===== src/rtl/spi_slave_if.sv =====
// -----------------------------------------------------------------------------
// spi_slave_if
// Serial front end for the single-port RAM. It turns MOSI frames into
// {cmd[1:0], byte[DATA_W-1:0]} words with a one-cycle rx_valid strobe. For
// read-data frames it waits for the RAM's tx_valid and shifts the returned byte
// out on MISO, MSB first. The SPI bit clock is clk itself: one bit is taken on
// every rising edge while SS_n is low.
//
// Ports
//   clk       in   1         system clock, all state on rising edge
//   rst_n     in   1         asynchronous active-low reset
//   SS_n      in   1         slave select, active low; high aborts any frame
//   MOSI      in   1         serial data in
//   MISO      out  1         serial data out, 0 when not shifting
//   rx_data   out  DATA_W+2  deserialised word to RAM din
//   rx_valid  out  1         one-cycle strobe, rx_data valid
//   tx_data   in   DATA_W    byte from RAM dout
//   tx_valid  in   1         RAM strobe, tx_data valid
// -----------------------------------------------------------------------------
module spi_slave_if #(
  parameter int DATA_W = 8,
  parameter int CNT_W  = 4
) (
  input  logic              clk,
  input  logic              rst_n,
  input  logic              SS_n,
  input  logic              MOSI,
  output logic              MISO,
  output logic [DATA_W+1:0] rx_data,
  output logic              rx_valid,
  input  logic [DATA_W-1:0] tx_data,
  input  logic              tx_valid
);

  typedef enum logic [2:0] {
    IDLE      = 3'd0,
    CHK_CMD   = 3'd1,
    WRITE     = 3'd2,
    READ_ADD  = 3'd3,
    READ_DATA = 3'd4
  } state_t;

  // Index of the last received bit and the number of MISO bits left after the
  // MSB has been driven on the load edge.
  localparam logic [CNT_W-1:0] LAST_BIT = CNT_W'(DATA_W + 1);
  localparam logic [CNT_W-1:0] TX_LAST  = CNT_W'(DATA_W - 1);

  state_t              state_r;
  logic [CNT_W-1:0]    cnt_r;          // rx bit index, reused as tx bits-left count
  logic [DATA_W:0]     shift_r;        // first DATA_W+1 bits; the last comes straight from MOSI
  logic [DATA_W-2:0]   tx_shift_r;     // read byte minus the MSB already on MISO
  logic                rd_addr_done_r; // a read address has been sent, next read frame is data
  logic                rx_done_r;      // word of the current frame already delivered
  logic                tx_busy_r;      // MISO shifting in progress
  logic                tx_done_r;      // read byte fully shifted, hold until deselect

  // Frame FSM: deserialiser, read-byte serialiser and all registered outputs.
  always_ff @(posedge clk or negedge rst_n) begin
    if (!rst_n) begin
      state_r        <= IDLE;
      cnt_r          <= '0;
      shift_r        <= '0;
      tx_shift_r     <= '0;
      rd_addr_done_r <= 1'b0;
      rx_done_r      <= 1'b0;
      tx_busy_r      <= 1'b0;
      tx_done_r      <= 1'b0;
      MISO           <= 1'b0;
      rx_data        <= '0;
      rx_valid       <= 1'b0;
    end else begin
      rx_valid <= 1'b0;
      if (SS_n) begin
        // Deselect wins over everything, including a last-bit edge.
        state_r   <= IDLE;
        cnt_r     <= '0;
        MISO      <= 1'b0;
        rx_done_r <= 1'b0;
        tx_busy_r <= 1'b0;
        tx_done_r <= 1'b0;
      end else begin
        case (state_r)
          IDLE: begin
            state_r   <= CHK_CMD;
            cnt_r     <= '0;
            rx_done_r <= 1'b0;
            tx_busy_r <= 1'b0;
            tx_done_r <= 1'b0;
          end
          CHK_CMD: begin
            cnt_r <= '0;
            if (!MOSI) begin
              state_r <= WRITE;
            end else if (rd_addr_done_r) begin
              state_r <= READ_DATA;
            end else begin
              state_r <= READ_ADD;
            end
          end
          WRITE, READ_ADD, READ_DATA: begin
            if (!rx_done_r) begin
              shift_r <= {shift_r[DATA_W-1:0], MOSI};
              if (cnt_r == LAST_BIT) begin
                rx_data   <= {shift_r, MOSI};
                rx_valid  <= 1'b1;
                rx_done_r <= 1'b1;
                cnt_r     <= '0;
                if (state_r == READ_ADD) begin
                  rd_addr_done_r <= 1'b1;
                end
              end else begin
                cnt_r <= cnt_r + CNT_W'(1);
              end
            end else if (state_r == READ_DATA) begin
              if (tx_busy_r) begin
                if (cnt_r != '0) begin
                  MISO       <= tx_shift_r[DATA_W-2];
                  tx_shift_r <= {tx_shift_r[DATA_W-3:0], 1'b0};
                  cnt_r      <= cnt_r - CNT_W'(1);
                end else begin
                  // Edge after bit 0: byte complete, the read pair is consumed.
                  MISO           <= 1'b0;
                  tx_busy_r      <= 1'b0;
                  tx_done_r      <= 1'b1;
                  rd_addr_done_r <= 1'b0;
                end
              end else if (!tx_done_r && tx_valid) begin
                MISO       <= tx_data[DATA_W-1];
                tx_shift_r <= tx_data[DATA_W-2:0];
                cnt_r      <= TX_LAST;
                tx_busy_r  <= 1'b1;
              end else begin
                MISO <= 1'b0;
              end
            end else begin
              MISO <= 1'b0;
            end
          end
          default: begin
            state_r   <= IDLE;
            cnt_r     <= '0;
            MISO      <= 1'b0;
            rx_done_r <= 1'b0;
            tx_busy_r <= 1'b0;
            tx_done_r <= 1'b0;
          end
        endcase
      end
    end
  end

endmodule


===== config.mk =====
export PLATFORM = sky130hd
export DESIGN_NAME = spi_slave_if
export DESIGN_NICKNAME = d
export VERILOG_FILES = /design/src/rtl/spi_slave_if.sv
export SDC_FILE = /design/constraint.sdc
export NUM_CORES = 1
export LEC_CHECK = 0
export ABC_AREA = 1
export CAP_MARGIN = 0
export CORE_MARGIN = 10
export CORE_UTILIZATION = 40
export CTS_CLUSTER_SIZE = 12
export DETAILED_ROUTE_END_ITERATION = 10
export DONT_BUFFER_PORTS = 1
export GPL_ROUTABILITY_DRIVEN = 0
export PLACE_DENSITY_LB_ADDON = 0.3
export SYNTH_ARGS = -nofsm -noshare
export SYNTH_HDL_FRONTEND = slang
export SYNTH_SLANG_ARGS = --single-unit
export TNS_END_PERCENT = 50

===== constraint.sdc =====
create_clock -name clk -period 3.6 [get_ports clk]
set_clock_uncertainty 0.1 [all_clocks]
set_input_delay 0.36 -clock clk [delete_from_list [all_inputs] [get_ports clk]]
set_output_delay 0.36 -clock clk [all_outputs]
set_load 0.005 [all_outputs]

Yosys cells after proc, flatten, opt, wreduce, memory -nomap -nowiden
Cells that the tools add are included.

Multiply operators: 0. Divide/modulo/power cells: 0. Order comparisons: 0. Add/sub/neg operators: 2. Mux-type cells: 48. Shift-type cells: 0. Equality and inequality tests: 19. Bitwise gates (word level): 2. Reduce and logical (&&, ||, !) cells: 17.

Operators by type and width (count): $mux W4 (8); $mux W1 (29); $mux W7 (3); $ne A3 B3 Y1 const B (4); $ne A5 B5 Y1 const B (2); $mux W3 (3); $pmux W3 S3 (1); $reduce_and A3 Y1 (3); $ne A2 B1 Y1 const B (4); $pmux W1 S2 (4); $reduce_and A7 Y1 (1); $eq A3 B2 Y1 const B (2); $ne A2 B2 Y1 const B (3); $reduce_and A6 Y1 (1); $reduce_bool A2 Y1 (3); $reduce_and A5 Y1 (1); $add A4 B1 Y4 const B (1); $eq A4 B4 Y1 const B (1); $ne A4 B4 Y1 const B (1); $reduce_and A4 Y1 (1); $reduce_bool A4 Y1 (1); $sub A4 B1 Y4 const B (1); $eq A3 B1 Y1 const B (1); $eq A3 B3 Y1 const B (1); other kinds (7) (8).

Latch bits: 0. Bits in registers: 39. Bits in writable memories: 0. Memories kept: 0. Bits in read-only memories: 0. Input bits: 13. Logic and storage cells: 99.

Logic depth before layout (Yosys ltp)
Gate-level depths: netlist (run 1).

Depth after elaboration: 8. Mapped depth: 11.

Worst setup path after synthesis (run 1)
No wires, ideal clock.

Kind: register to register. From: reg cnt_r[0]. To: reg tx_shift_r[2]. Arrival: 1.287 ns. Slack: 2.090 ns. Stages on the path, launching flop included: 8. Path buffers: 1. Data required time: 3.377 ns. Library setup time: 0.123 ns. Cells stage by stage: dfrtp_1 -> inv_1 -> ha_1 -> nand3_2 -> nand2_4 -> nor2_8 -> buf_6 -> a21oi_1.

Longest elaborated chain between the ends: 3.

Ends and longest elaborated chain: start, declared (RTL line 49) `logic [CNT_W-1:0] cnt_r;`; start signal, assigned (RTL line 112) `cnt_r <= cnt_r + CNT_W'(1);`; start signal, assigned (RTL line 119) `cnt_r <= cnt_r - CNT_W'(1);`; $reduce_bool A4 Y1 (RTL line 116) `if (cnt_r != '0) begin`; $ne A2 B1 Y1 (no source line); $reduce_and A6 Y1 (no source line); end signal, assigned (RTL line 118) `tx_shift_r <= {tx_shift_r[DATA_W-3:0], 1'b0};`; end signal, assigned (RTL line 129) `tx_shift_r <= tx_data[DATA_W-2:0];`; end, declared (RTL line 51) `logic [DATA_W-2:0] tx_shift_r;`.

No other way between the ends. A chain may end at the register's enable or synchronous reset.

Worst setup path in the final report (run 1)
From: reg cnt_r[1]. To: reg rx_data[5].

Longest elaborated chain between the ends: 2.

Ends and longest elaborated chain: $eq A4 B4 Y1 (RTL line 103) `if (cnt_r == LAST_BIT) begin`; $reduce_and A4 Y1 (no source line); end signal, assigned (RTL line 104) `rx_data <= {shift_r, MOSI};`; end, declared (RTL line 29) `output logic [DATA_W+1:0] rx_data,`.

No other way between the ends.

==> results of run 1 <==
## synthesized netlist by cell type (3+ instances only)
| master | n | area share (%) |
|---|---|---|
| inv_2 | 3 | 0.54 |
| nand3_1 | 12 | 2.9 |
| o21ai_0 | 15 | 3.6 |
| nand2_2 | 7 | 2.1 |
| buf_6 | 3 | 1.6 |
| ha_1 | 3 | 1.8 |
| a21oi_1 | 7 | 1.7 |
| dfrtp_1 | 39 | 46 |
| o21ai_2 | 11 | 4.6 |
| o21ai_1 | 9 | 2.1 |
| nor2_4 | 3 | 1.6 |
| inv_1 | 37 | 6.6 |
| nor2_1 | 12 | 2.1 |
| nand2_1 | 60 | 11 |
| nand2_4 | 7 | 3.7 |
## cells by family after synthesis
| family | synth area share [%] |
|---|---|
| and+or+nand+nor | 26.4 |
| AOI/OAI and AO/OA | 14.6 |
| buffers and inverters | 10.8 |
| DFF | 46.4 |
| adders and majority gates | 1.78 |
## critical path, stage by stage (launching register included)
cell,delay [ns]
dfrtp_1,0.44
inv_1,0.12
ha_1,0.16
nand2_2,0.08
nor2_4,0.13
inv_2,0.06
nor2_4,0.09
nand2_4,0.09
inv_6,0.16
nand2_1,0.09
o21ai_2,0.06
inv_1,0.05
## path summary, 6_finish.rpt
path                            slack (ns)             to  cells after the start        from
worst min register to register        0.39     shift_r[7]                      2  shift_r[7]
worst max register to register        1.87     rx_data[5]                     11    cnt_r[1]
min in group asynchronous             0.43  tx_shift_r[6]                      2       rst_n
worst max-delay path                  1.87     rx_data[5]                     11    cnt_r[1]
max in group asynchronous             2.78     rx_data[7]                      2       rst_n
worst min-delay path                  0.11  tx_shift_r[0]                      2  tx_data[0]
## state kept, by name, summed over array words and instances, names as in the netlist
| name | cells |
|---|---|
| rx_valid | 1 |
| MISO | 1 |
| rd_addr_done_r | 1 |
| rx_data | 10 |
| cnt_r | 4 |
| rx_done_r | 1 |
| tx_done_r | 1 |
| state_r | 3 |
| tx_busy_r | 1 |
| tx_shift_r | 7 |
| shift_r | 9 |
## per-layer routing
metal  vias up  share of wire [%]  global-route usage [%]
met1       674                 47                    12.1
met2        24                 46                    15.8
met5         -                  0                       0
li1        776                  -                       -
met4         0                2.2                    5.53
met3         9                4.9                    3.31
## area by class of cell
| type | count | area (um^2) |
|---|---|---|
| repair buffers | 2 | 30.0 |
| clock buffers | 7 | 96.3 |
| clock inverters | 1 | 7.51 |
| well taps | 70 | 87.6 |
| inverters | 42 | 165 |
| fillers | 535 | 2850 |
| multi-input cells | 160 | 900 |
| flip-flops and latches | 39 | 976 |
## power breakdown
group / switching [W] / total [W] / internal [W]
Sequential: 0.0000260 / 0.000503 / 0.000477
Clock: 0.000152 / 0.000327 / 0.000174
Combinational: 0.0000688 / 0.000106 / 0.0000372
## per-stage QoR
step,setup slack (ns),hold WS [ns],total power [W],cells,utilization (%)
after floorplan,2.09,-0.0356,0.000586,247,-
after global placement,1.90,-0.0332,0.000602,311,41.7
after detailed placement,1.88,-0.0332,0.000607,311,41.7
after CTS,1.86,0.101,0.000954,321,44.3
after global routing,1.70,0.0990,0.000993,321,44.3
final,1.87,0.109,0.000935,321,44.3
==> reports/metrics.yaml, run 1 <==
layout_commonest_cell: "nand2_1"
max_freq_ghz: 0.579
die_area_um2: 8560
antenna_found_initial: 0
hold_violations: 0
placementRows: 26
chipHeight_um: 92.5
track_usage_pct: 10.1
slew_viol_final: 0
setup_viol: 0
drv_cap: 0
status: "complete, no violations"
drive_gt1_share_pct: 19.1
synth_cells: 247
seq_area_frac_synth_pct: 46.4
die_x_um: 92.5
ys_ff_latch: 39
routed_via_density: 4.62
final_cell_mix: "nand2_1 (60), dfrtp_1 (39), inv_1 (37), o21ai_0 (15)"
tightestPinTransition_ns: 0.458
leakage_nw: 1.18
start_util_pct: 41.2
synthArstFlopShare_pct: 100
synth_edf_count: 0
clkTransAtPathRegs_ns: 0.08
clk_latency_ns: 0.29
synth_cell_type_count: 31
min-delay-path-class: "input port to register"
p_per_area_nw_per_um2: 413
ys.flop_type: "dfrtp_1"
drc_errors: 0
setup.worst_path.class: "register to register"
syn-cell-area_um2: 2100
grt_pass1_vias: 1495
cp-start-kind: "register"
peakVddDrop_v: 0.000220
drt_iter0_drc: 69
syn_to_final_growth_pct: 7.56
pin_count: 25
ctsResizeCount: 0
fin_area_um2: 2260
wire_per_inst_um: 12.6
layout.nets: 266
numCtsBuffers: 5
htree_levels: 2
cp_max_fo: 17
grt_max_degree: 40
synth_fp_nets: 263
period_needed_ns: 1.73
required_ns: 3.69
yosysWarnings: 0
avgSynthCellArea_um2: 8.52
fin_tns_setup_ns: 0
ant_nets: 0
hpwl_um: 2940
dr.pass1.iters: 4
post-cts-setup-buffers: 0
cts_tree: "done"
grt_setup_unrepaired: "false"
totalWireLength_um: 4030
worst_slew_margin_rel_pct: 69.3
core_um2: 5110
end_kind: "register"
arrival_ns: 1.81
diodes: 0
finalCritPeriodShare_pct: 48.0
vias: 1483
grt_overflow: 0
cts-hold-fix-buffers: 2
grt_pass1_wl_um: 7020
clk_path_buf_depth: 2
port_buffers: 0
numClockSinks: 39
placed_cell_area_um2: 2130
root_buffer: "clkbuf_8"
No activity file was read; power rests on OpenSTA's default activity.
==> run 2, diff against run 1 <==
- clock period: 3.6 -> 1.47 ns (I/O delays scaled with it)
==> run 2 against run 1 <==
Compared with the run above: the run now ends with setup timing left; routed wire length rose by 14%; hold slack got worse by 0.10 ns; highest routed layer unchanged; largest power group unchanged; sequential power grew 140%; combinational power increased to 3.1 times the previous value; first-iteration DRC count is 26% higher.
==> reports/metrics.yaml, run 2 (synthesis gave the netlist of run 1 again) <==
setup_viol: 22  # was 0
port_buffers: 0  # unchanged
holdWs_ns: 0.00895  # was 0.109 ns
clkTransAtPathRegs_ns: 0.07  # was 0.08 ns
grt_pass1_vias: 1611  # was 1495
hold_path.startpoint: "tx_data[6]"  # was tx_data[0]
r2r_start: "cnt_r[0]"  # was cnt_r[1]
fillers: 484  # was 535
max_freq_ghz: 0.638  # was 0.579 GHz
clk_path_buf_depth: 2  # unchanged
chipHeight_um: 92.5  # unchanged
numCtsBuffers: 5  # unchanged
worst_slew_margin_rel_pct: 77.6  # was 69.3%
grt_overflow: 0  # unchanged
top_regs: "rx_data: 10 flops, shift_r: 9 flops, tx_shift_r: 7 flops"  # unchanged
finalPower_w: 0.00224  # was 0.000935 W
final_cell_mix: "nand2_1 (58), dfrtp_1 (38), inv_1 (36), buf_4 (17)"  # was nand2_1 (60), dfrtp_1 (39), inv_1 (37), o21ai_0 (15)
reg2reg_to: "tx_shift_r[1]"  # was rx_data[5]
routed_via_density: 4.63  # was 4.62
tightestPinTransition_ns: 0.334  # was 0.458 ns
numClockSinks: 39  # unchanged
p_per_area_nw_per_um2: 863  # was 413 nW/um^2
placementRows: 26  # unchanged
hold_violations: 0  # unchanged
cts_tree: "done"  # unchanged
vias: 1630  # was 1483
hpwl_um: 3090  # was 2940 um
start_util_pct: 41.2  # unchanged
root_buffer: "clkbuf_8"  # unchanged
fin_area_um2: 2600  # was 2260 um^2
dr.pass1.iters: 4  # unchanged
drt_iter0_drc: 87  # was 69
status: "finished, violations left"  # was complete, no violations
fin_tns_setup_ns: -1.21  # was 0 ns
layout.nets: 297  # was 266
fin_ws_ns: -0.0982  # was 1.87 ns
setup.worst_path.class: "register to register"  # unchanged
ant_nets: 0  # unchanged
grt_max_degree: 40  # unchanged
drive_gt1_share_pct: 28.8  # was 19.1%
peakVddDrop_v: 0.000568  # was 0.000220 V
totalWireLength_um: 4590  # was 4030 um
worst_r2r_path_depth: 8  # was 11
required_ns: 1.59  # was 3.69 ns
period_needed_ns: 1.57  # was 1.73 ns
drc_errors: 0  # unchanged
multi_input_area_um2: 967  # was 900 um^2
die_area_um2: 8560  # unchanged
end_kind: "register"  # unchanged
grt_pass1_wl_um: 7620  # was 7020 um
die_x_um: 92.5  # unchanged
htree_levels: 2  # unchanged
largest-register: "rx_data"  # unchanged
grt_setup_unrepaired: "true"  # was false
wire_per_inst_um: 13.0  # was 12.6 um
slew_viol_final: 0  # unchanged
largest_register_ffs: 10  # unchanged
track_usage_pct: 11.0  # was 10.1%
regArea_um2: 977  # was 976 um^2
reg2reg_slack_ns: -0.1  # was 1.87 ns
leakage_nw: 1.35  # was 1.18 nW
core_um2: 5110  # unchanged
finalCritPeriodShare_pct: 107  # was 48.0%
syn_to_final_growth_pct: 23.4  # was 7.56%
min-delay-path-class: "input port to register"  # unchanged
clk_latency_ns: 0.29  # about the same
arrival_ns: 1.68  # was 1.81 ns
layout_commonest_cell: "nand2_1"  # unchanged
drv_cap: 0  # unchanged
hold-path-cell-count: 3  # was 2
min_to: "tx_shift_r[6]"  # was tx_shift_r[0]
cp_max_fo: 7  # was 17
antenna_found_initial: 1  # was 0
postLayoutCoreUtil_pct: 50.8  # was 44.3%
violations: "setup timing"
cp-start-kind: "register"  # unchanged
placed_cell_area_um2: 2270  # was 2130 um^2
pin_count: 25  # unchanged
## run 2: changes by cell type in the layout (fill, tap and decap cells not counted), moves of 2 or more
cell,change
buf_4,+17
dlygate4sd3_1,+6
buf_6,+4
o21ai_0,-4
o21ai_1,+3
buf_12,+2
clkbuf_8,-2
ha_1,-2
nand2_1,-2
nor2_4,+2
## run 2: worst max-delay path, cell delays in order, from the launching register on
cell	delay (ns)
dfrtp_2	0.41
inv_1	0.08
ha_2	0.22
nand3_4	0.11
nand2_8	0.08
buf_12	0.13
nor2_4	0.23
nand2_2	0.08
o21ai_2	0.06
## run 2: metal layers
metal / global-route usage [%] / wire length (um) / vias up
li1: - / - / 840
met1: 12.5 / 1950 / 741
met2: 18.0 / 2180 / 34
met3: 4.44 / 283 / 15
met4: 4.50 / 178 / 0
met5: 0 / 0 / -
## run 2: worst max path at each step
stage	to	from	cells past startpoint
global route	rx_data[0]	cnt_r[1]	11
floorplan	rx_data[0]	cnt_r[0]	10
detailed placement	cnt_r[2]	cnt_r[0]	6
CTS	rx_data[7]	cnt_r[1]	11
finish	tx_shift_r[1]	cnt_r[0]	8
global placement	rx_data[6]	cnt_r[1]	10
## run 2: what timing repair did
item / in CTS / in global routing
pin swaps: 1 / 5
resized for setup: 5 / 18
cloned: 0 / 2
setup endpoints to repair: 19 / 35
buffers inserted: 0 / 5
hold buffers: 8 / 0
hold endpoints to repair: 47 / 0
## run 2: layout make-up
class                      instances  share of cell area [%]
sequential                        39                    37.6
antenna                            1                  0.0964
inverter                          42                    6.46
timing repair inverter             1                   0.337
clock inverter                     2                   0.530
timing repair buffer              31                    11.7
tap                               70                    3.37
clock buffer                       5                    2.65
multi-input combinational        161                    37.3
## run 2: per-stage QoR
| stage | setup slack (ns) | std cells |
|---|---|---|
| after floorplan | -0.0275 | 247 |
| after global placement | -0.00314 | 329 |
| after detailed placement | -0.0448 | 329 |
| after CTS | -0.0478 | 344 |
| after global routing | -0.169 | 352 |
| final | -0.0982 | 352 |
## run 2: power breakdown
| group | switching (W) | leakage [nW] | internal, W |
|---|---|---|---|
| Clock | 0.000368 | 0.0440 | 0.000324 |
| Combinational | 0.000196 | 0.801 | 0.000129 |
| Sequential | 0.0000557 | 0.508 | 0.00117 |
| Total | 0.000620 | 1.35 | 0.00162 |
